--- config.mk ---
export PLATFORM = sky130hd
export DESIGN_NAME = key_input_ctrl
export DESIGN_NICKNAME = d
export VERILOG_FILES = /design/src/rtl/key_input_pkg.sv /design/src/rtl/key_debounce.sv /design/src/rtl/key_input_ctrl.sv
export SDC_FILE = /design/constraint.sdc
export NUM_CORES = 1
export LEC_CHECK = 0
export BUFFER_PORTS_ARGS = -buffer_cell sky130_fd_sc_hd__buf_4
export CORE_MARGIN = 2
export CORE_UTILIZATION = 67
export CTS_CLUSTER_SIZE = 12
export DETAILED_ROUTE_END_ITERATION = 8
export PLACE_DENSITY = 0.85
export SLEW_MARGIN = 20
export SYNTH_ARGS = -nofsm -noshare
export SYNTH_HDL_FRONTEND = slang
export SYNTH_HIERARCHICAL = 1
export SYNTH_SLANG_ARGS = --single-unit
--- constraint.sdc ---
create_clock -name clk -period 4.33 [get_ports clk]
set_input_delay 0.866 -clock clk [delete_from_list [all_inputs] [get_ports clk]]
set_output_delay 0.866 -clock clk [all_outputs]
set_load 0.01 [all_outputs]
--- src/rtl/key_input_pkg.sv ---
// Shared types and constants for the key input controller.
// Optional feature macro: KEY_AUTOREPEAT_EN (enables HOLD->REPEAT auto-repeat).
package key_input_pkg;

   // Counter widths for the debounce and hold/repeat timers
   localparam int DEB_CNT_W = 16;
   localparam int REP_CNT_W = 24;

   // Debounced channels: [0] up key, [1] down key, [4:2] select switches
   localparam int NUM_DEB  = 5;
   localparam int NUM_KEYS = 2;

   // Per-key press FSM states
   typedef enum logic [1:0] {
      IDLE   = 2'd0,
      PRESS  = 2'd1,
      HOLD   = 2'd2,
      REPEAT = 2'd3
   } key_state_e;

   // Increment that sticks at all-ones instead of wrapping
   function automatic logic [REP_CNT_W-1:0] rep_sat_inc(input logic [REP_CNT_W-1:0] v);
      return (v == '1) ? v : v + REP_CNT_W'(1);
   endfunction

endpackage

--- src/rtl/key_debounce.sv ---
// One-bit synchronizer plus debouncer.
// deb_o follows the synchronized input only after it has disagreed with the
// current debounced level for DEBOUNCE_CYCLES consecutive cycles; chg_o is a
// one-cycle flag raised in the same cycle deb_o takes its new value.
module key_debounce
   import key_input_pkg::*;
#(
   parameter logic [DEB_CNT_W-1:0] DEBOUNCE_CYCLES = 16'd50000
) (
   input  logic clk,
   input  logic rst_n,
   input  logic raw_i,
   output logic deb_o,
   output logic chg_o
);

   localparam logic [DEB_CNT_W-1:0] DEB_LAST = DEBOUNCE_CYCLES - DEB_CNT_W'(1);

   logic                 sync1_q;
   logic                 sync2_q;
   logic                 deb_q;
   logic                 deb_d;
   logic                 chg_q;
   logic                 chg_d;
   logic [DEB_CNT_W-1:0] cnt_q;
   logic [DEB_CNT_W-1:0] cnt_d;

   // Two-flop synchronizer for the asynchronous raw input
   always_ff @(posedge clk or negedge rst_n) begin
      if (!rst_n) begin
         sync1_q <= 1'b0;
         sync2_q <= 1'b0;
      end else begin
         sync1_q <= raw_i;
         sync2_q <= sync1_q;
      end
   end

   // Count consecutive mismatch cycles; accept the new level on the last one
   always_comb begin
      deb_d = deb_q;
      chg_d = 1'b0;
      cnt_d = cnt_q;
      if (sync2_q == deb_q) begin
         cnt_d = '0;
      end else if (cnt_q >= DEB_LAST) begin
         deb_d = sync2_q;
         chg_d = 1'b1;
         cnt_d = '0;
      end else begin
         cnt_d = cnt_q + DEB_CNT_W'(1);
      end
   end

   // Debounce state registers
   always_ff @(posedge clk or negedge rst_n) begin
      if (!rst_n) begin
         deb_q <= 1'b0;
         chg_q <= 1'b0;
         cnt_q <= '0;
      end else begin
         deb_q <= deb_d;
         chg_q <= chg_d;
         cnt_q <= cnt_d;
      end
   end

   assign deb_o = deb_q;
   assign chg_o = chg_q;

endmodule

--- src/rtl/key_input_ctrl.sv ---
// Key input controller: debounces the up/down keys and the 3-bit select
// switches, and turns key presses into single-cycle up/down pulses.
// Optional feature macro: KEY_AUTOREPEAT_EN. When defined, a key held for
// REPEAT_DELAY_CYCLES starts auto-repeating every REPEAT_RATE_CYCLES; when
// undefined, each press yields exactly one pulse and no repeat timers exist.
// Holding both keys suppresses all pulses until both are released again.
module key_input_ctrl
   import key_input_pkg::*;
#(
   parameter logic [DEB_CNT_W-1:0] DEBOUNCE_CYCLES     = 16'd50000,
   parameter logic [REP_CNT_W-1:0] REPEAT_DELAY_CYCLES = 24'd5000000,
   parameter logic [REP_CNT_W-1:0] REPEAT_RATE_CYCLES  = 24'd1000000
) (
   input  logic       clk,
   input  logic       rst_n,
   input  logic       btn_up_raw,
   input  logic       btn_down_raw,
   input  logic [2:0] sw_sel_raw,
   output logic       up,
   output logic       down,
   output logic [2:0] sel,
   output logic       sel_chg
);

`ifdef KEY_AUTOREPEAT_EN
   localparam logic [REP_CNT_W-1:0] DELAY_LAST = REPEAT_DELAY_CYCLES - REP_CNT_W'(1);
   localparam logic [REP_CNT_W-1:0] RATE_LAST  = REPEAT_RATE_CYCLES - REP_CNT_W'(1);
`else
   // Repeat timing is irrelevant in single-pulse mode
   logic unused_repeat_cfg;
   assign unused_repeat_cfg = ^{REPEAT_DELAY_CYCLES, REPEAT_RATE_CYCLES};
`endif

   logic [NUM_DEB-1:0]  raw_vec;
   logic [NUM_DEB-1:0]  deb_vec;
   logic [NUM_DEB-1:0]  chg_vec;
   logic [NUM_KEYS-1:0] pulse;
   logic                both_held;
   logic                block;
   logic                lock_q;
   logic                lock_d;

   assign raw_vec = {sw_sel_raw, btn_down_raw, btn_up_raw};

   // One synchronizer/debouncer per raw input bit
   for (genvar i = 0; i < NUM_DEB; i++) begin : g_deb
      key_debounce #(
         .DEBOUNCE_CYCLES(DEBOUNCE_CYCLES)
      ) u_key_debounce (
         .clk   (clk),
         .rst_n (rst_n),
         .raw_i (raw_vec[i]),
         .deb_o (deb_vec[i]),
         .chg_o (chg_vec[i])
      );
   end

   // Both keys held: block now, and keep blocking until both are released
   assign both_held = deb_vec[0] & deb_vec[1];
   assign block     = lock_q | both_held;

   // Lockout next-state: set on both-held, cleared once both keys are low
   always_comb begin
      lock_d = lock_q;
      if (both_held) begin
         lock_d = 1'b1;
      end else if (!deb_vec[0] && !deb_vec[1]) begin
         lock_d = 1'b0;
      end
   end

   // Lockout register
   always_ff @(posedge clk or negedge rst_n) begin
      if (!rst_n) begin
         lock_q <= 1'b0;
      end else begin
         lock_q <= lock_d;
      end
   end

   // Press FSM per key: [0] up, [1] down
   for (genvar k = 0; k < NUM_KEYS; k++) begin : g_key
      key_state_e state_q;
      key_state_e state_d;
      logic       rise;
      logic       fall;
      logic       pulse_c;
`ifdef KEY_AUTOREPEAT_EN
      logic [REP_CNT_W-1:0] hold_q;
      logic [REP_CNT_W-1:0] hold_d;
      logic [REP_CNT_W-1:0] rate_q;
      logic [REP_CNT_W-1:0] rate_d;
`endif

      assign rise = deb_vec[k] & chg_vec[k];
      assign fall = ~deb_vec[k] & chg_vec[k];

      // Next-state and pulse decode; lockout and release win over everything
      always_comb begin
         state_d = state_q;
         pulse_c = 1'b0;
`ifdef KEY_AUTOREPEAT_EN
         hold_d  = hold_q;
         rate_d  = rate_q;
`endif
         if (block || fall) begin
            state_d = IDLE;
`ifdef KEY_AUTOREPEAT_EN
            hold_d  = '0;
            rate_d  = '0;
`endif
         end else begin
            case (state_q)
               IDLE: begin
                  if (rise) begin
                     pulse_c = 1'b1;
                     state_d = PRESS;
                  end
               end
               PRESS: begin
                  state_d = HOLD;
`ifdef KEY_AUTOREPEAT_EN
                  hold_d  = '0;
`endif
               end
               HOLD: begin
`ifdef KEY_AUTOREPEAT_EN
                  if (hold_q >= DELAY_LAST) begin
                     pulse_c = 1'b1;
                     state_d = REPEAT;
                     rate_d  = '0;
                  end else begin
                     hold_d = rep_sat_inc(hold_q);
                  end
`else
                  state_d = HOLD;
`endif
               end
               REPEAT: begin
`ifdef KEY_AUTOREPEAT_EN
                  if (rate_q >= RATE_LAST) begin
                     pulse_c = 1'b1;
                     rate_d  = '0;
                  end else begin
                     rate_d = rep_sat_inc(rate_q);
                  end
`else
                  state_d = IDLE;
`endif
               end
               default: state_d = IDLE;
            endcase
         end
      end

      // FSM state and repeat timers
      always_ff @(posedge clk or negedge rst_n) begin
         if (!rst_n) begin
            state_q <= IDLE;
`ifdef KEY_AUTOREPEAT_EN
            hold_q  <= '0;
            rate_q  <= '0;
`endif
         end else begin
            state_q <= state_d;
`ifdef KEY_AUTOREPEAT_EN
            hold_q  <= hold_d;
            rate_q  <= rate_d;
`endif
         end
      end

      assign pulse[k] = pulse_c;
   end

   assign up      = pulse[0];
   assign down    = pulse[1];
   assign sel     = deb_vec[4:2];
   assign sel_chg = |chg_vec[4:2];

endmodule
==> flow_metrics.py <==
metrics = {
    "die": {
        "core_area_sq_um": 7250,
        "num_rows": 31,
        "fp.dieW_um": 90.5,
        "initial_core_util": 0.691,
        "io_pins": 13,
        "die_h_um": 90.5,
        "die-area_sq_um": 8180,
    },
    "hold_path": {
        "hold_class": "register to register",
    },
    "clocking": {
        "cts_tree": "built",
        "clk_path_buf_depth": 2,
        "htree_num_levels": 3,
        "clk_pin_slew_ns": 0.10,
        "cts.sinks": 105,
        "ctsResizeCount": 0,
        "root_buffer": "clkbuf_8",
        "cts-buffers-inserted": 9,
        "clkLatencyLatePin_ns": 0.37,
        "cts_hold_buf": 0,
        "postCtsSetupBuffers": 0,
    },
    "run_status": {
        "outcome": "complete, no violations",
    },
    "critical_path": {
        "crit_path_start_kind": "register",
        "r2r_end": "g_deb[1].u_key_debounce/deb_o",
        "endpoint": "up",
        "r2r_slack_ns": 2.54,
        "r2r_cells": 5,
        "crit_path_end_kind": "primary output",
        "crit_fanout": 6,
        "criticalPathCategory": "register to primary output",
        "arrival_ns": 1.70,
        "worstSetupStartpoint": "g_deb[1].u_key_debounce/deb_o",
        "r2r_start": "g_deb[1].u_key_debounce/cnt_q[0]",
        "worst_ep_required_time_ns": 3.46,
    },
    "place": {
        "io_buffers": 12,
        "place.gp.congestion": 0.888,
        "dp_hpwl_mm": 5.92,
        "place_area_sq_um": 5130,
    },
    "detailed_routing": {
        "top_layer_used": "met4",
        "wl_per_cell_um": 14.6,
        "met3_length_um": 317,
        "wl_met2_mm": 4.34,
        "route.detailed.drc": 0,
        "num_vias": 3482,
        "detail_route.first_pass.iterations": 5,
        "vias_per_cell": 5.78,
        "drt-met1-wl_mm": 3.94,
        "wirelength_mm": 8.81,
        "final_antenna_net_count": 0,
        "first_iter_violations": 186,
    },
    "final_layout": {
        "finalInstanceArea_sq_um": 5360,
        "final_nets": 514,
        "diodes": 0,
        "final_cell_mix": "dfrtp_1, nor2_1, xnor2_1",
        "syn2layout_area_growth_pct": 7.02,
        "final_common_cell": "dfrtp_1",
        "drive_above_1_share": 0.0855,
    },
    "sta": {
        "min_period_ns": 2.57,
        "hold_slack_ns": 0.356,
        "max_slew.worst_pin.slew_ns": 0.635,
        "drv_slew": 0,
        "setup_viol": 0,
        "hold_viol": 0,
        "period_share": 0.593,
        "rsz0062_at_grt": "false",
        "finClkSkew_ns": 0.0106,
        "slew_headroom": 0.577,
        "fmax_mhz": 389,
        "setup_tns_ns": 0,
    },
    "global_routing": {
        "antenna_found_initial": 0,
        "grt_max_degree": 52,
        "first_global_vias": 3477,
        "grt_use_total": 0.236,
        "grt_pass1_wl_mm": 15.6,
        "overflow": 0,
    },
    "logic_synthesis": {
        "avgSynthCellArea_sq_um": 10.3,
        "syn-num-nets": 502,
        "synthDistinctLibCells": 34,
        "yosysSeqAreaShare": 0.524,
        "synth-seq-cells": 105,
        "syn-cell-area_sq_um": 5010,
        "syn_inst": 486,
        "yosys_warnings": 6,
    },
    "power_and_ir_drop": {
        "power_leakage_nw": 2.29,
        "irDropWorstVdd_uv": 167,
        "power_density_nw_per_um2": 324,
    },
    "job": {
        "max_cap_viol_count": 0,
    },
}
metrics by stage:
step	power (W)	setup WS [ns]	utilization	std cells
floorplan	0.00106	2.43	-	486
global placement	0.00109	2.24	0.708	586
detailed placement	0.00109	2.17	0.708	586
CTS	0.00176	1.74	0.739	602
global route	0.00181	1.67	0.739	602
finish	0.00174	1.76	0.739	602
cell families after synthesis:
family          count (synthesis)  synth area share
compound gates                 30            0.0387
xor+xnor                       65             0.114
fa+ha+maj                       9            0.0225
buf+inv                        27            0.0312
flops                         105             0.524
mux                             8            0.0175
simple gates                  242             0.252
routing by layer:
metal / track usage / vias up
met4: 0.115 / 0
met3: 0.0568 / 20
li1: - / 1692
met5: 0 / -
met1: 0.296 / 1677
met2: 0.386 / 93
synthesized netlist by cell type:
| master | instances | share of area |
|---|---|---|
| nor3_1 | 20 | 0.020 |
| nor2_2 | 1 | 0.0012 |
| or4_1 | 5 | 0.0075 |
| mux2i_1 | 2 | 0.0040 |
| and3_1 | 15 | 0.019 |
| or2_0 | 5 | 0.0062 |
| ha_1 | 9 | 0.022 |
| a21boi_0 | 5 | 0.0075 |
| buf_6 | 5 | 0.011 |
| xor2_1 | 20 | 0.035 |
| nor4_2 | 1 | 0.0025 |
| o21ai_0 | 6 | 0.0060 |
| nor4_1 | 10 | 0.012 |
| mux2_1 | 6 | 0.013 |
| nand3_2 | 5 | 0.010 |
| nand3_4 | 5 | 0.017 |
| nand4_1 | 15 | 0.019 |
| nand2_1 | 17 | 0.013 |
| and4_1 | 1 | 0.0017 |
| dfrtp_1 | 105 | 0.52 |
| a32o_2 | 1 | 0.0022 |
| a211o_1 | 5 | 0.0087 |
| nor2b_1 | 1 | 0.0012 |
| a31oi_1 | 5 | 0.0062 |
| xnor2_1 | 45 | 0.079 |
| or3_1 | 6 | 0.0075 |
| and2_1 | 7 | 0.0087 |
| a21oi_1 | 5 | 0.0050 |
| buf_2 | 5 | 0.0050 |
| inv_1 | 14 | 0.010 |
| nand3_1 | 37 | 0.037 |
| nor2_1 | 91 | 0.068 |
| buf_4 | 3 | 0.0045 |
| o21ai_1 | 3 | 0.0030 |
worst min path at each step:
stage | from | to | slack (ns) | cells after the start
3_3_place_gp | g_deb[3].u_key_debounce/sync1_q | g_deb[3].u_key_debounce/sync2_q | 0.33 | 0
5_1_grt | g_deb[3].u_key_debounce/sync1_q | g_deb[3].u_key_debounce/sync2_q | 0.37 | 0
6_report | g_deb[3].u_key_debounce/sync1_q | g_deb[3].u_key_debounce/sync2_q | 0.36 | 0
3_5_place_dp | g_deb[3].u_key_debounce/sync1_q | g_deb[3].u_key_debounce/sync2_q | 0.34 | 0
4_1_cts | g_deb[3].u_key_debounce/sync1_q | g_deb[3].u_key_debounce/sync2_q | 0.36 | 0
2_1_floorplan | g_deb[0].u_key_debounce/sync1_q | g_deb[0].u_key_debounce/sync2_q | 0.33 | 0
cell type report:
| cell class | count | area, sq um |
|---|---|---|
| Clock buffer | 9 | 124 |
| Clock inverter | 7 | 103 |
| Fill cell | 502 | 1890 |
| Inverter | 14 | 52.6 |
| Multi-Input combinational cell | 354 | 2230 |
| Sequential cell | 105 | 2630 |
| Tap cell | 99 | 124 |
| Timing Repair Buffer | 14 | 105 |
registers in the layout, indices dropped and copies added (netlist names):
name and cells:
g_key.state_q 4, g_deb.u_key_debounce/sync1_q 5, g_deb.u_key_debounce/sync2_q 5, lock_q 1
g_deb.u_key_debounce/cnt_q 80, g_deb.u_key_debounce/deb_o 5, g_deb.u_key_debounce/chg_o 5
worst max-delay path, stage by stage, from the launching register on:
cell     delay [ns]
dfrtp_1        0.46
ha_1           0.26
nor2_2         0.20
nand2_1        0.11
nor2_1         0.15
buf_4          0.15
where the power goes:
part           total [W]  switching [W]  internal [W]
logic          0.0000595      0.0000409     0.0000186
clock network   0.000668       0.000336      0.000332
registers        0.00101      0.0000149      0.000996
total            0.00174       0.000392       0.00135
Power figures use the tool's default switching activity.
